--- config.mk ---
export PLATFORM = sky130hd
export DESIGN_NAME = wb_regfile_flat
export DESIGN_NICKNAME = d
export VERILOG_FILES = /design/src/rtl/wb_regfile_if.sv /design/src/rtl/wb_regfile.sv /design/src/flat_wrapper.sv
export SDC_FILE = /design/constraint.sdc
export NUM_CORES = 2
export LEC_CHECK = 0
export ABC_AREA = 1
export ABC_CLOCK_PERIOD_IN_PS = 2400
export CAP_MARGIN = 20
export CORE_AREA = 2 2 448 450
export DETAILED_ROUTE_END_ITERATION = 8
export DIE_AREA = 0 0 450 452
export SLEW_MARGIN = 25
export SYNTH_ARGS = -nofsm -noshare
export SYNTH_HDL_FRONTEND = slang
export SYNTH_SLANG_ARGS = --single-unit
--- constraint.sdc ---
create_clock -name clk -period 2.4 [get_ports clk]
set_input_delay 0.24 -clock clk [delete_from_list [all_inputs] [get_ports clk]]
set_output_delay 0.24 -clock clk [all_outputs]
set_load 0.1 [all_outputs]
--- src/rtl/wb_regfile_if.sv ---
// MEM/WB write-back bundle plus the ID-stage read ports of the register file.
// The master side is the pipeline; the slave side is the register file.
interface wb_regfile_if #(
    parameter int DATA_W = 32,
    parameter int CNT_W  = 32
);
    logic              valid_in;
    logic [DATA_W-1:0] next_pc_in;
    logic [31:0]       instruction_in;
    logic [DATA_W-1:0] alu_result_in;
    logic [DATA_W-1:0] mem_data_in;
    logic [4:0]        rs_addr;
    logic [4:0]        rt_addr;
    logic [DATA_W-1:0] rs_data;
    logic [DATA_W-1:0] rt_data;
    logic              wb_en;
    logic [4:0]        wb_addr;
    logic [DATA_W-1:0] wb_data;
    logic [CNT_W-1:0]  retired_count;

    modport master (
        output valid_in, next_pc_in, instruction_in,
        output alu_result_in, mem_data_in, rs_addr, rt_addr,
        input  rs_data, rt_data, wb_en, wb_addr, wb_data,
        input  retired_count
    );

    modport slave (
        input  valid_in, next_pc_in, instruction_in,
        input  alu_result_in, mem_data_in, rs_addr, rt_addr,
        output rs_data, rt_data, wb_en, wb_addr, wb_data,
        output retired_count
    );
endinterface

--- src/rtl/wb_regfile.sv ---
// Write-back stage: decodes the retiring instruction, commits it into the
// 32x32 register file, serves two bypassed read ports and counts retirements.
module wb_regfile #(
    parameter int DATA_W = 32,
    parameter int NREGS  = 32,
    parameter int CNT_W  = 32
) (
    input logic         clk,
    input logic         rst,
    wb_regfile_if.slave bus
);
    localparam logic [5:0] OP_RTYPE = 6'h00;
    localparam logic [5:0] OP_LW    = 6'h23;
    localparam logic [5:0] OP_JAL   = 6'h03;
    localparam logic [5:0] FN_JR    = 6'h08;

    logic [DATA_W-1:0] r_regs [NREGS];
    logic [CNT_W-1:0]  r_cnt;

    logic [5:0]        w_op;
    logic [5:0]        w_funct;
    logic [4:0]        w_rt;
    logic [4:0]        w_rd;
    logic              w_is_r;
    logic              w_is_lw;
    logic              w_is_imm;
    logic              w_is_jal;
    logic              w_wr;
    logic [4:0]        w_dest;
    logic [DATA_W-1:0] w_src;
    logic              w_wb_en;
    logic              w_unused;

    assign w_op     = bus.instruction_in[31:26];
    assign w_rt     = bus.instruction_in[20:16];
    assign w_rd     = bus.instruction_in[15:11];
    assign w_funct  = bus.instruction_in[5:0];
    assign w_unused = ^{bus.instruction_in[25:21], bus.instruction_in[10:6]};

    assign w_is_r   = (w_op == OP_RTYPE);
    assign w_is_lw  = (w_op == OP_LW);
    assign w_is_jal = (w_op == OP_JAL);
    assign w_is_imm = (w_op == 6'h08) || (w_op == 6'h09) ||
                      (w_op == 6'h0C) || (w_op == 6'h0D) ||
                      (w_op == 6'h0A) || (w_op == 6'h0F);

    always_comb begin
        w_wr   = 1'b0;
        w_dest = w_rt;
        w_src  = bus.alu_result_in;
        unique case (1'b1)
            w_is_r: begin
                w_wr   = (w_funct != FN_JR);
                w_dest = w_rd;
            end
            w_is_lw: begin
                w_wr  = 1'b1;
                w_src = bus.mem_data_in;
            end
            w_is_imm: w_wr = 1'b1;
            w_is_jal: begin
                w_wr   = 1'b1;
                w_dest = 5'd31;
                w_src  = bus.next_pc_in;
            end
            default: w_wr = 1'b0;
        endcase
    end

    // r0 is hardwired: a write to it is never enabled
    assign w_wb_en = bus.valid_in & w_wr & (w_dest != 5'd0);

    assign bus.wb_en         = w_wb_en;
    assign bus.wb_addr       = w_dest;
    assign bus.wb_data       = w_src;
    assign bus.retired_count = r_cnt;

    assign bus.rs_data =
        (bus.rs_addr == 5'd0)                   ? '0    :
        (w_wb_en && (w_dest == bus.rs_addr))    ? w_src :
                                                  r_regs[bus.rs_addr];

    assign bus.rt_data =
        (bus.rt_addr == 5'd0)                   ? '0    :
        (w_wb_en && (w_dest == bus.rt_addr))    ? w_src :
                                                  r_regs[bus.rt_addr];

    always_ff @(posedge clk or negedge rst) begin
        if (!rst) begin
            for (int i = 0; i < NREGS; i++) begin
                r_regs[i] <= '0;
            end
            r_cnt <= '0;
        end else begin
            if (w_wb_en) begin
                r_regs[w_dest] <= w_src;
            end
            if (bus.valid_in) begin
                r_cnt <= r_cnt + CNT_W'(1);
            end
        end
    end
endmodule

--- src/flat_wrapper.sv ---
// flat-port wrapper written by rule: the top's interface ports become plain ports
module wb_regfile_flat 
#(
    parameter int DATA_W = 32,
    parameter int NREGS  = 32,
    parameter int CNT_W  = 32
)
  (clk, rst, bus_valid_in, bus_next_pc_in, bus_instruction_in, bus_alu_result_in, bus_mem_data_in, bus_rs_addr, bus_rt_addr, bus_rs_data, bus_rt_data, bus_wb_en, bus_wb_addr, bus_wb_data, bus_retired_count);
  wb_regfile_if #(.DATA_W(DATA_W), .CNT_W(CNT_W)) bus_i ();
  input logic clk;
  input logic rst;
  input wire logic [$bits(bus_i.valid_in)-1:0] bus_valid_in;
  input wire logic [$bits(bus_i.next_pc_in)-1:0] bus_next_pc_in;
  input wire logic [$bits(bus_i.instruction_in)-1:0] bus_instruction_in;
  input wire logic [$bits(bus_i.alu_result_in)-1:0] bus_alu_result_in;
  input wire logic [$bits(bus_i.mem_data_in)-1:0] bus_mem_data_in;
  input wire logic [$bits(bus_i.rs_addr)-1:0] bus_rs_addr;
  input wire logic [$bits(bus_i.rt_addr)-1:0] bus_rt_addr;
  output wire logic [$bits(bus_i.rs_data)-1:0] bus_rs_data;
  output wire logic [$bits(bus_i.rt_data)-1:0] bus_rt_data;
  output wire logic [$bits(bus_i.wb_en)-1:0] bus_wb_en;
  output wire logic [$bits(bus_i.wb_addr)-1:0] bus_wb_addr;
  output wire logic [$bits(bus_i.wb_data)-1:0] bus_wb_data;
  output wire logic [$bits(bus_i.retired_count)-1:0] bus_retired_count;
  assign bus_i.valid_in = bus_valid_in;
  assign bus_i.next_pc_in = bus_next_pc_in;
  assign bus_i.instruction_in = bus_instruction_in;
  assign bus_i.alu_result_in = bus_alu_result_in;
  assign bus_i.mem_data_in = bus_mem_data_in;
  assign bus_i.rs_addr = bus_rs_addr;
  assign bus_i.rt_addr = bus_rt_addr;
  assign bus_rs_data = bus_i.rs_data;
  assign bus_rt_data = bus_i.rt_data;
  assign bus_wb_en = bus_i.wb_en;
  assign bus_wb_addr = bus_i.wb_addr;
  assign bus_wb_data = bus_i.wb_data;
  assign bus_retired_count = bus_i.retired_count;
  wb_regfile #(.DATA_W(DATA_W), .NREGS(NREGS), .CNT_W(CNT_W)) u_core (.clk(clk), .rst(rst), .bus(bus_i));
endmodule
; ---- After elaboration in Yosys (flattened, before gate mapping)
; Index checks and enable logic that the tools add are counted.
[totals]
wordCells = 83
regBits = 1056
output_inout_bits = 134
inputBits = 141
[classes]
n_eq_ne = 11
order_cmp = 4
n_mux = 16
n_bitwise = 5
add_sub_neg = 1
n_reduce_logical = 13
[op_table]
columns = cell, count
row1 = 1024-bit bitwise mux, 1
row2 = 32-bit binary-select mux with 5-bit select, 2
row3 = 32-bit 2-to-1 mux, 9
row4 = 32-bit demux with 5-bit select, 1
row5 = 32-bit case mux with 2 select lines, 1
row6 = "6-bit by 4-bit equality test with 1-bit output, second input constant", 6
row7 = "32-bit by 1-bit adder with 32-bit output, second input constant", 1
row8 = "6-bit greater-or-equal comparator, second input constant", 3
row9 = 5-bit inverter with 6-bit output, 3
row10 = 5-bit equality test, 2
row11 = 5-bit logical NOT, 2
row12 = 5-bit case mux with 2 select lines, 1
row13 = "6-bit by 2-bit equality test with 1-bit output, second input constant", 1
row14 = "6-bit equality test, second input constant", 1
row15 = 6-bit logical NOT, 1
row16 = "6-bit by 1-bit < comparator with 1-bit output, second input constant", 1
row17 = "6-bit by 4-bit inequality test with 1-bit output, second input constant", 1
row18 = 1-bit logical OR, 5
row19 = 5-bit nonzero test, 1
row20 = 1-bit logical AND, 3
row21 = 3-bit OR reduction, 1
row22 = 1-bit bitwise AND, 2
row23 = 1-bit case mux with 2 select lines, 1

; ---- Depth between registers and ports, before layout
[logic_depth]
word_depth = 13
depth_mapped = 17
depth_no_buf = 13

; ---- Least setup slack after synthesis
; Ideal clock, no wire load.
[synth_path]
path_kind = input port to output port
start = input bus_instruction_in[31]
end = output bus_rs_data[30]
arrival_ps = 3571
stages = 11
required_ps = 2160
path_slack_ps = -1411
path_cell_list = buf_6 > nor2_4 > nand3_1 > inv_2 > clkbuf_1 > nand2_1 > nand3_1 > inv_1 > nand3_1 > nand2_1 > nor2_1
[synth_via]
elab_cells_between_ends = 25
classes_between = eq/ne: 9 / mux: 5 / bitwise: 2 / reduce/logical: 9
[synth_lines]
columns = element, line
row1 = "start, declared", flat_wrapper.sv:14  ; input wire logic [$bits(bus_i.instruction_in)-1:0] bus_instruction_in;
row2 = 6-bit by 2-bit equality test with 1-bit output / 6-bit equality test (equally long branches), "wb_regfile.sv:42, wb_regfile.sv:41"
row3 = 32-bit case mux with 2 select lines (*), wb_regfile.sv:51  ; unique case (1'b1)
row4 = via bus_wb_data[30], flat_wrapper.sv:23  ; output wire logic [$bits(bus_i.wb_data)-1:0] bus_wb_data;
row5 = 32-bit 2-to-1 mux (*), wb_regfile.sv:80  ; (w_wb_en && (w_dest == bus.rs_addr)) ? w_src :
row6 = 32-bit 2-to-1 mux (*), wb_regfile.sv:79  ; (bus.rs_addr == 5'd0) ? '0 :
row7 = "end, declared", flat_wrapper.sv:19  ; output wire logic [$bits(bus_i.rs_data)-1:0] bus_rs_data;
; The timed path passes the listed nets; every way through them passes the cells marked *.

; ---- Final worst setup path
[layout_path]
start = input bus_instruction_in[29]
end = output bus_rt_data[3]
[layout_via]
elab_chain_len = 13
elab_cells_between_ends = 25
classes_between = eq/ne: 9 / mux: 5 / bitwise: 2 / reduce/logical: 9
[layout_lines]
columns = element, line
row1 = 6-bit by 4-bit equality test with 1-bit output, wb_regfile.sv:43  ; assign w_is_imm = (w_op == 6'h08) || (w_op == 6'h09) ||
row2 = 1-bit logical OR (2 in series), wb_regfile.sv:43
row3 = 1-bit logical OR (2 in series), wb_regfile.sv:44  ; (w_op == 6'h0C) || (w_op == 6'h0D) ||
row4 = 1-bit logical OR, wb_regfile.sv:45  ; (w_op == 6'h0A) || (w_op == 6'h0F);
row5 = 3-bit OR reduction (no source line), -
row6 = 1-bit case mux with 2 select lines, wb_regfile.sv:51
row7 = 1-bit bitwise AND (2 in series), wb_regfile.sv:71  ; assign w_wb_en = bus.valid_in & w_wr & (w_dest != 5'd0);
row8 = 1-bit logical AND, wb_regfile.sv:85  ; (w_wb_en && (w_dest == bus.rt_addr)) ? w_src :
row9 = 32-bit 2-to-1 mux (*), wb_regfile.sv:85
row10 = 32-bit 2-to-1 mux (*), wb_regfile.sv:84  ; (bus.rt_addr == 5'd0) ? '0 :
row11 = "end, declared", flat_wrapper.sv:20  ; output wire logic [$bits(bus_i.rt_data)-1:0] bus_rt_data;
; Every way passes the cells marked *; elsewhere a longest branch is shown, timed or not.

==> summary.txt <==
status - complete, but fails checks
failing checks - setup timing
core area - 0.199 mm2
crit path launch type - primary input
fin crit period - 2.60 ns
Critical Path Sink Type - output port
num ports - 275
Final Hold Vio Count - 0
async set-or-reset flop fraction in the synthesized netlist - 100%
largest net degree at the start of global routing - 121
PwrDens - 632 mW/mm2
H-tree depth - 3
ranking of synthesized cells by area - dfrtp_1 44%, nand2_1 15%, o21ai_0 12%
# port buffers - 264
clock latency on the worst-skew pair - 0.75 ns
total track usage - 25.6%
Setup CP Type - primary input to output port
Synth Flop Type - dfrtp_1
crit path from - bus_instruction_in[29]
Final Cell Area - 0.0795 mm2
Mapped Nets - 8597
initial core utilization - 29.9%
via/cell ratio - 5.53
Final setup viols - 69
number of clock sinks - 1056
CP required - 2.16 ns
RSZ-0062 raised after global routing - true
R2R Path Start - u_core.bus.retired_count[0]$_DFFE_PN0P_
count of cell types in the netlist - 31
syn_area_per_cell - 7.02 um2
Die Y - 452 um
synthesized instance count - 8455
Layout Cells excl Fill - 11500
antenna violations before repair - 3
Root Driver - clkbuf_16
Area growth syn-to-layout - 33.8%
worst setup margin - -0.201 ns
CTS tree - done
share of cells above drive strength 1 - 18.6%
gpl congestion - 0.929
max cap viols - 0
# nets final - 8898
DRT met1 WL - 104 mm
DP Cell Count - 11200
final cycle utilization of the critical path - 108%
via count - 63700
fmax - 384 MHz
warnings from Yosys - 0
DR WL met3 - 26.8 mm
commonest cells after routing, fill and taps aside - 2245 x nand2_1, 1191 x o21ai_0, 1050 x dfrtp_1, 794 x a21oi_1, 634 x nand3_1
HP Class - primary input to asynchronous set/reset pin
first-pass GRT wire length - 397 mm
placed cell areas - 0.0719 mm2
synthesized area - 0.0594 mm2
post-detail-place hpwl - 174 mm
clock buffer depth - 3
wire per inst - 23.4 um
Detail Route Antenna Nets - 0
Die X - 450 um
Peak supply drop - 0.000679 V
Synth Register Bits - 1056
leading area contributor after synthesis - dfrtp_1
Worst Path Max Fanout - 10
gr ovfl total - 0
Max-slew headroom - 48.7%
EDFF count, synth - 0
TritonCTS Buffers - 118
Detailed Routing Iterations Pass 1 - 7
top cell type's share of synthesized area - 44.5%
Leakage - 34.7 nW
Critical Path AT - 2.36 ns
DR top layer - met5
met2 WL - 117 mm
die footprint - 0.203 mm2
sequential share of the synthesized area - 44.5%
Pins Over Slew Limit - 0
worst-margin pin slew - 0.769 ns
initial DRC count - 8608
# DRC - 0
most common cell after layout, fill and taps aside - nand2_1
# rows - 164
Fin Clk Skew - 0.0422 ns
Place WS - -0.580 ns
Clock Pin Slew Worst Setup and Hold Paths - 0.07 ns
power consumption - 50.2 mW
vias in the first global route - 60000
Routed Wire Length - 269 mm
[registers in the layout, indices dropped and copies added (netlist names)]
| register | flops |
|---|---|
| u_core.bus.retired_count | 32 |
| u_core.r_regs | 1024 |
[worst paths after layout]
check,to,slack (ns),cells after the start
max,bus_rt_data[3],-0.20,19
min,u_core.r_regs[361]$_DFFE_PN0P_,0.07,2
max reg2reg,u_core.bus.retired_count[30]$_DFFE_PN0P_,0.44,9
min reg2reg,u_core.r_regs[998]$_DFFE_PN0P_,0.38,0
max in group asynchronous,u_core.r_regs[972]$_DFFE_PN0P_,1.24,3
min in group clk,u_core.bus.retired_count[0]$_DFFE_PN0P_,0.25,3
[through the flow]
stage	util [%]	setup TNS [ns]	hold WS, ns
finish	40.0	-7.58	0.0657
global route	40.0	-14.05	0.0741
CTS	39.7	-6.71	0.0230
detailed placement	36.2	-448.18	0.220
global placement	36.2	-445.11	0.224
floorplan	-	-33.80	-0.0556
[Yosys cell counts (24+ instances only)]
master / instances
nand2_1: 2376
o21ai_0: 1392
dfrtp_1: 1056
a21oi_1: 844
nand3_1: 743
clkbuf_1: 576
nor2_1: 411
inv_1: 410
o21ai_1: 160
a22oi_1: 156
buf_2: 133
buf_1: 66
xor2_1: 24
[per-layer routing]
| metal | GRT usage, % | vias up |
|---|---|---|
| met1 | 32.4 | 30300 |
| met4 | 17.9 | 6 |
| met5 | 0 | - |
| li1 | - | 28700 |
| met3 | 5.25 | 868 |
| met2 | 39.0 | 3821 |
[layout make-up]
type	instances	area [um2]
fill	20000	119000
multi-input combinational	6194	31300
sequential	1056	26400
timing repair buffer	965	12600
clock buffer	171	3470
tap	2656	3320
inverter	421	1670
clock inverter	43	613
antenna	1	2.50
[cells by family (layout without fill, tap and decap cells)]
family | count (synthesis) | after routing | share of synthesized area, %
fa+ha+maj | 1 | 1 | 0.0211
xor+xnor | 31 | 31 | 0.457
buf+inv | 1205 | 1600 | 8.01
compound gates | 2574 | 2574 | 22.4
other cells | 0 | 1 | 0
flops | 1056 | 1056 | 44.5
simple gates | 3588 | 3588 | 24.6
[report_power, final]
part,switching [mW],internal (mW),total [mW]
clock network,8.10,11.2,19.3
registers,0.890,18.9,19.8
logic,7.25,3.83,11.1
[critical path, cell delays in order]
cell     delay (ns)
buf_8          0.10
nor2_4         0.13
nand2_2        0.08
nor2_4         0.16
buf_6          0.15
nand2_4        0.06
buf_6          0.11
nand3_2        0.06
nand2_2        0.06
buf_4          0.12
inv_1          0.05
nand2_2        0.06
nor2_4         0.13
buf_12         0.17
buf_12         0.17
nand3_1        0.10
nand2_1        0.13
nor2_4         0.05
buf_12         0.16
[repair_timing]
action / in CTS / in global routing
hold buffers: 1 / 0
gates cloned: 13 / 2
gates resized for setup: 720 / 202
buffers inserted: 76 / 34
endpoints found under the hold margin: 486 / 0
pin swaps: 252 / 123
setup endpoints to repair: 96 / 84
Note: power is estimated with default switching activity, not from simulation.
